==> config.mk <==
export PLATFORM = sky130hd
export DESIGN_NAME = serial_frame_sched
export DESIGN_NICKNAME = d
export VERILOG_FILES = /design/src/rtl/serial_frame_sched.sv
export SDC_FILE = /design/constraint.sdc
export NUM_CORES = 1
export LEC_CHECK = 0
export BUFFER_PORTS_ARGS = -buffer_cell sky130_fd_sc_hd__clkbuf_2
export CAP_MARGIN = 20
export CORE_MARGIN = 2
export CORE_UTILIZATION = 35
export DETAILED_ROUTE_END_ITERATION = 10
export GPL_TIMING_DRIVEN = 0
export MAX_ROUTING_LAYER = met4
export PLACE_DENSITY_LB_ADDON = 0.08
export SYNTH_ARGS = -nofsm -noshare
export SYNTH_HDL_FRONTEND = slang
export SYNTH_SLANG_ARGS = --single-unit
export TNS_END_PERCENT = 1
==> constraint.sdc <==
create_clock -name sclk -period 2.8 [get_ports sclk]
set_input_delay 0.14 -clock sclk [delete_from_list [all_inputs] [get_ports sclk]]
set_output_delay 0.14 -clock sclk [all_outputs]
set_load 0.03 [all_outputs]
==> src/rtl/serial_frame_sched.sv <==
// Decimating two-channel sample framer with telemetry byte frames, feeding a UART byte transmitter.
// Optional FRAME_CKSUM_EN appends an XOR checksum byte to each sample frame.
module serial_frame_sched #(
  parameter int unsigned DECIM = 2
) (
  input  logic        sclk,
  input  logic        rst,
  input  logic        sample_stb,
  input  logic [31:0] chan0,
  input  logic [31:0] chan1,
  input  logic        tlm_valid,
  input  logic [7:0]  tlm_data,
  output logic        tlm_ready,
  output logic [7:0]  tx_data,
  output logic        tx_valid,
  input  logic        tx_ready,
  input  logic        ovr_clr,
  output logic        busy,
  output logic        overrun,
  output logic [15:0] overrun_cnt
);

  localparam int unsigned CNT_W = 4;
  localparam int unsigned IDX_W = 4;
`ifdef FRAME_CKSUM_EN
  localparam int unsigned SMP_LAST = 10;
`else
  localparam int unsigned SMP_LAST = 9;
`endif

  typedef enum logic [1:0] {IDLE, SMP, TLM} state_t;

  state_t             state, state_n;
  logic [IDX_W-1:0]   idx, idx_n;
  logic [63:0]        frame, frame_n;
  logic [6:0]         tlm_low, tlm_low_n;
  logic [7:0]         tx_data_n;
  logic               tx_valid_n;
  logic [CNT_W-1:0]   dcnt;
  logic [63:0]        hold;
  logic               pending;
  logic               capture;
  logic               consume_c;
  logic               ovr_evt;

  // Header carries the four bit-7s of a channel; data bytes carry the low seven bits.
  function automatic logic [7:0] smp_byte(input logic [63:0] f, input logic [IDX_W-1:0] i);
    logic [7:0] b;
    case (i)
      4'd0:    b = {4'b1000, f[31], f[23], f[15], f[7]};
      4'd1:    b = {1'b0, f[6:0]};
      4'd2:    b = {1'b0, f[14:8]};
      4'd3:    b = {1'b0, f[22:16]};
      4'd4:    b = {1'b0, f[30:24]};
      4'd5:    b = {4'b0100, f[63], f[55], f[47], f[39]};
      4'd6:    b = {1'b0, f[38:32]};
      4'd7:    b = {1'b0, f[46:40]};
      4'd8:    b = {1'b0, f[54:48]};
      4'd9:    b = {1'b0, f[62:56]};
      default: b = 8'h00;
    endcase
    return b;
  endfunction

  function automatic logic [7:0] frame_byte(input logic [63:0] f, input logic [IDX_W-1:0] i);
    logic [7:0] b;
    b = smp_byte(f, i);
`ifdef FRAME_CKSUM_EN
    if (i == IDX_W'(SMP_LAST)) begin
      logic [7:0] t;
      b = 8'h00;
      for (int k = 0; k < 10; k++) begin
        t = smp_byte(f, IDX_W'(k));
        b = b ^ {1'b0, t[6:0]};
      end
    end
`endif
    return b;
  endfunction

  assign capture   = sample_stb && (dcnt == CNT_W'(DECIM - 1));
  assign consume_c = (state == IDLE) && pending;
  assign ovr_evt   = capture && pending && !consume_c;
  assign busy      = (state != IDLE);
  assign tlm_ready = !rst && (state == IDLE) && !pending;

  // Decimation, capture hold register and overrun bookkeeping.
  always_ff @(posedge sclk) begin
    if (rst) begin
      dcnt        <= '0;
      hold        <= '0;
      pending     <= 1'b0;
      overrun     <= 1'b0;
      overrun_cnt <= '0;
    end else begin
      if (sample_stb) dcnt <= capture ? '0 : dcnt + CNT_W'(1);
      if (capture) hold <= {chan1, chan0};
      if (capture)        pending <= 1'b1;
      else if (consume_c) pending <= 1'b0;
      if (ovr_evt) begin
        overrun     <= 1'b1;
        overrun_cnt <= ovr_clr ? 16'd1 :
                       (overrun_cnt == 16'hFFFF) ? overrun_cnt : overrun_cnt + 16'd1;
      end else if (ovr_clr) begin
        overrun     <= 1'b0;
        overrun_cnt <= '0;
      end
    end
  end

  always_ff @(posedge sclk) begin
    if (rst) begin
      state    <= IDLE;
      idx      <= '0;
      frame    <= '0;
      tlm_low  <= '0;
      tx_data  <= 8'h00;
      tx_valid <= 1'b0;
    end else begin
      state    <= state_n;
      idx      <= idx_n;
      frame    <= frame_n;
      tlm_low  <= tlm_low_n;
      tx_data  <= tx_data_n;
      tx_valid <= tx_valid_n;
    end
  end

  // Frame sequencing: sample frames first, next byte presented on the accepting edge.
  always_comb begin
    state_n    = state;
    idx_n      = idx;
    frame_n    = frame;
    tlm_low_n  = tlm_low;
    tx_data_n  = tx_data;
    tx_valid_n = tx_valid;
    case (state)
      IDLE: begin
        tx_valid_n = 1'b0;
        if (pending) begin
          frame_n    = hold;
          idx_n      = '0;
          tx_data_n  = frame_byte(hold, IDX_W'(0));
          tx_valid_n = 1'b1;
          state_n    = SMP;
        end else if (tlm_valid) begin
          tlm_low_n  = tlm_data[6:0];
          idx_n      = '0;
          tx_data_n  = 8'hC0 | {7'b0, tlm_data[7]};
          tx_valid_n = 1'b1;
          state_n    = TLM;
        end
      end
      SMP: begin
        if (tx_ready) begin
          if (idx == IDX_W'(SMP_LAST)) begin
            tx_valid_n = 1'b0;
            state_n    = IDLE;
          end else begin
            idx_n     = idx + IDX_W'(1);
            tx_data_n = frame_byte(frame, idx + IDX_W'(1));
          end
        end
      end
      TLM: begin
        if (tx_ready) begin
          if (idx == IDX_W'(1)) begin
            tx_valid_n = 1'b0;
            state_n    = IDLE;
          end else begin
            idx_n     = IDX_W'(1);
            tx_data_n = {1'b0, tlm_low};
          end
        end
      end
      default: state_n = IDLE;
    endcase
  end

endmodule

==> run_results.csv <==
group,metric,value,unit
run_status,status,"finished, final reports clean",
die,start_util,35.9,%
placed_design,io_buffers,103,
clock_network,clock_latency,440,ps
timing,finClkSkew,10.6,ps
timing,fin_setup_tns,0,ps
yosys,synthCells,934,
global_route,antenna_found_initial,0,
route,routed_via_density,4.99,
global_route,grt_overflow,0,
final_layout,final_layout_size_suffix_gt1_share,13.2,%
final_layout,final_common_cell,"nand2_1",
final_layout,stdcell_count,1410,
clock_network,clock_path_buffers,2,
setup_path,cpMostUsedCell,"nand2_1",
setup_path,arrival,3080,ps
yosys,synth_compound_area_share,20.1,%
timing,fmax,0.359,GHz
clock_network,clk_pin_slew_worst_paths,70,ps
route,ant_nets,0,
placed_design,hpwl,16.6,mm
setup_path,path_class,"reg2reg",
final_layout,final_util,46.6,%
final_layout,n_antenna_cell,0,
setup_path,rr_worst_depth,9,
route,drc,0,
final_layout,stdcell_area,9490,sq um
yosys,synth_xor_area_share,1.32,%
min_path,hold_depth,3,
placed_design,place_area,8170,sq um
power,ir_drop,366,uV
route,firstDrtPassIters,5,
setup_path,path_cells,"inv_1, ha_1, clkbuf_1, a222oi_1, nand2_1, nand2_1, o21ai_0, a221oi_1, o22ai_1",
yosys,synth_edf_count,0,
setup_path,cp.required,3100,ps
clock_network,numCtsBuffers,17,
yosys,yosys.area.top_type_share,47.1,%
yosys,yosysWarnings,0,
yosys,synth_ff_type,"dfxtp_1",
timing,maxSlewHeadroom,47.4,%
yosys,ys_types,61,
placed_design,post-place-ws,-68.4,ps
setup_path,endpoint_kind,"register",
timing,setup_viol,0,
setup_path,critical_path.max_fanout,10,
die,die_width,149,um
final_layout,fin_nets,1218,
timing,hold_viol,0,
yosys,ys_seq_area_share,47.1,%
die,core.rowCount,52,
clock_network,post_cts_buffers,0,
route,detail_route.iter0.violations,343,
clock_network,cts_htree_levels,4,
die,core,20400,sq um
timing,setup_ws,17.0,ps
yosys,ys_ff_latch,172,
die,die_y,149,um
clock_network,cts_num_sinks,172,
route,num_vias,7039,
yosys,synth-simple-area-share,23.1,%
yosys,postSynthAreaPerCell,7.83,sq um
setup_path,cpPeakStageDelay,500,ps
final_layout,layout_common_cells,"nand2_1 (288), dfxtp_1 (172), a21oi_1 (148), clkbuf_2 (104), dlygate4sd3_1 (71)",
yosys,synth_area,7310,sq um
final_layout,area_delta_synth_final,29.7,%
timing,period_minus_slack,2780,ps
yosys,async_flop_share,0,%
global_route,track_usage,21.7,%
power,power_density,574,nW/um^2
yosys,synth_top_family_by_area,"simple AND/OR/NAND/NOR gates",
die,dieArea,22100,sq um
route,routedWlPerCell,15.8,um
yosys,synth.area.mux_share,1.95,%
yosys,yosys.area.top_type,"dfxtp_1",
timing,drv_slew,0,
global_route,grt_start_max_net_pins,17,
clock_network,cts_tree,"done",
timing,worst_pin_slew,789,ps
route,drt_wl_total,22.3,mm
power,leakagePower,3.42,nW
global_route,grt_pass1_wl,36.3,mm
timing,fin_crit_sh,99.4,%
setup_path,cp_slowest_cell,"dfxtp_1",
clock_network,root_buffer,"clkbuf_16",
min_path,min_path_type,"in2reg",
global_route,grt_pass1_vias,6899,
timing,rsz0062_at_grt,"true",
setup_path,cp-start-kind,"register",
die,io_pins,106,
yosys,syn-num-nets,1025,
run,maxCapViolCount,0,
placed_design,gp_congestion,0.913,
placed_design,place_inst,1307,
yosys,synthTopCellsByArea,"dfxtp_1 (47%), nand2_1 (15%), a21oi_1 (10%)",
yosys,synth-adder-area-share,2.22,%
synthesized netlist by cell type (5+ instances only):
cell	number
a21oi_1	148
a221oi_1	5
a222oi_1	5
a22o_1	7
a22oi_1	13
and3_1	9
buf_1	13
clkbuf_1	53
dfxtp_1	172
ha_1	13
inv_1	12
mux2i_1	12
nand2_1	288
nand2b_1	5
nand3_1	14
nor2_1	40
nor3_1	7
o21ai_0	21
o22ai_1	10
or3_1	5
xor2_1	9
metal layers:
metal  GRT usage (%)  wire length, um  vias to the layer above
met1            28.6            10700                     3296
met4            6.05              306                        0
met2            34.6            10600                      133
li1                -                -                     3587
met3            3.68              791                       23
met5               -                0                        -
metrics by stage:
stage               power (mW)  hold slack (ps)
finish                    5.45             7.26
global route              5.67             44.1
CTS                       5.50            0.523
detailed placement        3.07              368
global placement          3.06              366
floorplan                 2.88              276
worst paths after layout:
path | start | endpoint | slack, ps
setup / recovery | idx[0] | tx_data[2] | 20
hold / removal | sample_stb | dcnt[1] | 7
setup reg to reg | idx[0] | tx_data[2] | 20
hold reg to reg | hold[22] | frame[22] | 450
flip-flops by register name (all words and copies together) (netlist names), 2 cells and up:
name and flops:
frame 64, hold 64, overrun_cnt 16, tx_data 8
tlm_low 7, dcnt 4, idx 4, state 2
kinds of logic after synthesis:
| family | count (synthesis) |
|---|---|
| AOI/OAI and AO/OA | 245 |
| xor gates and xnor gates | 11 |
| adders and majority gates | 13 |
| buffers and inverters | 81 |
| DFF | 172 |
| muxes | 14 |
| and+or+nand+nor | 398 |
area by class of cell:
class                           instances  area, sq um
Buffer                                 69          269
Clock buffer                           21          450
Clock inverter                         11          136
Fill cell                            2127        10900
Inverter                               12         45.0
Multi-Input combinational cell        681         3580
Sequential cell                       172         3440
Tap cell                              270          338
Timing Repair Buffer                  174         1230
what timing repair did:
action | CTS | global route
hold buffers | 71 | 0
endpoints found under the hold margin | 71 | 0
gates resized for setup | 1 | 3
endpoints found under the setup margin | 1 | 9
report_power, final:
| group | switching, mW | internal, mW | total (mW) |
|---|---|---|---|
| registers | 0.0439 | 2.51 | 2.56 |
| logic | 0.315 | 0.216 | 0.530 |
| clock network | 1.01 | 1.35 | 2.36 |
worst max-delay path, delay by kind of cell (launching register included):
kind,cells,cell delay [ps]
AND/OR/NAND/NOR,2,250
adder cells (fa/ha/maj),1,350
flip-flops,1,500
buffers and inverters,2,470
AO/OA/AOI/OAI,4,1090
No activity file was read; power rests on OpenSTA's default activity.
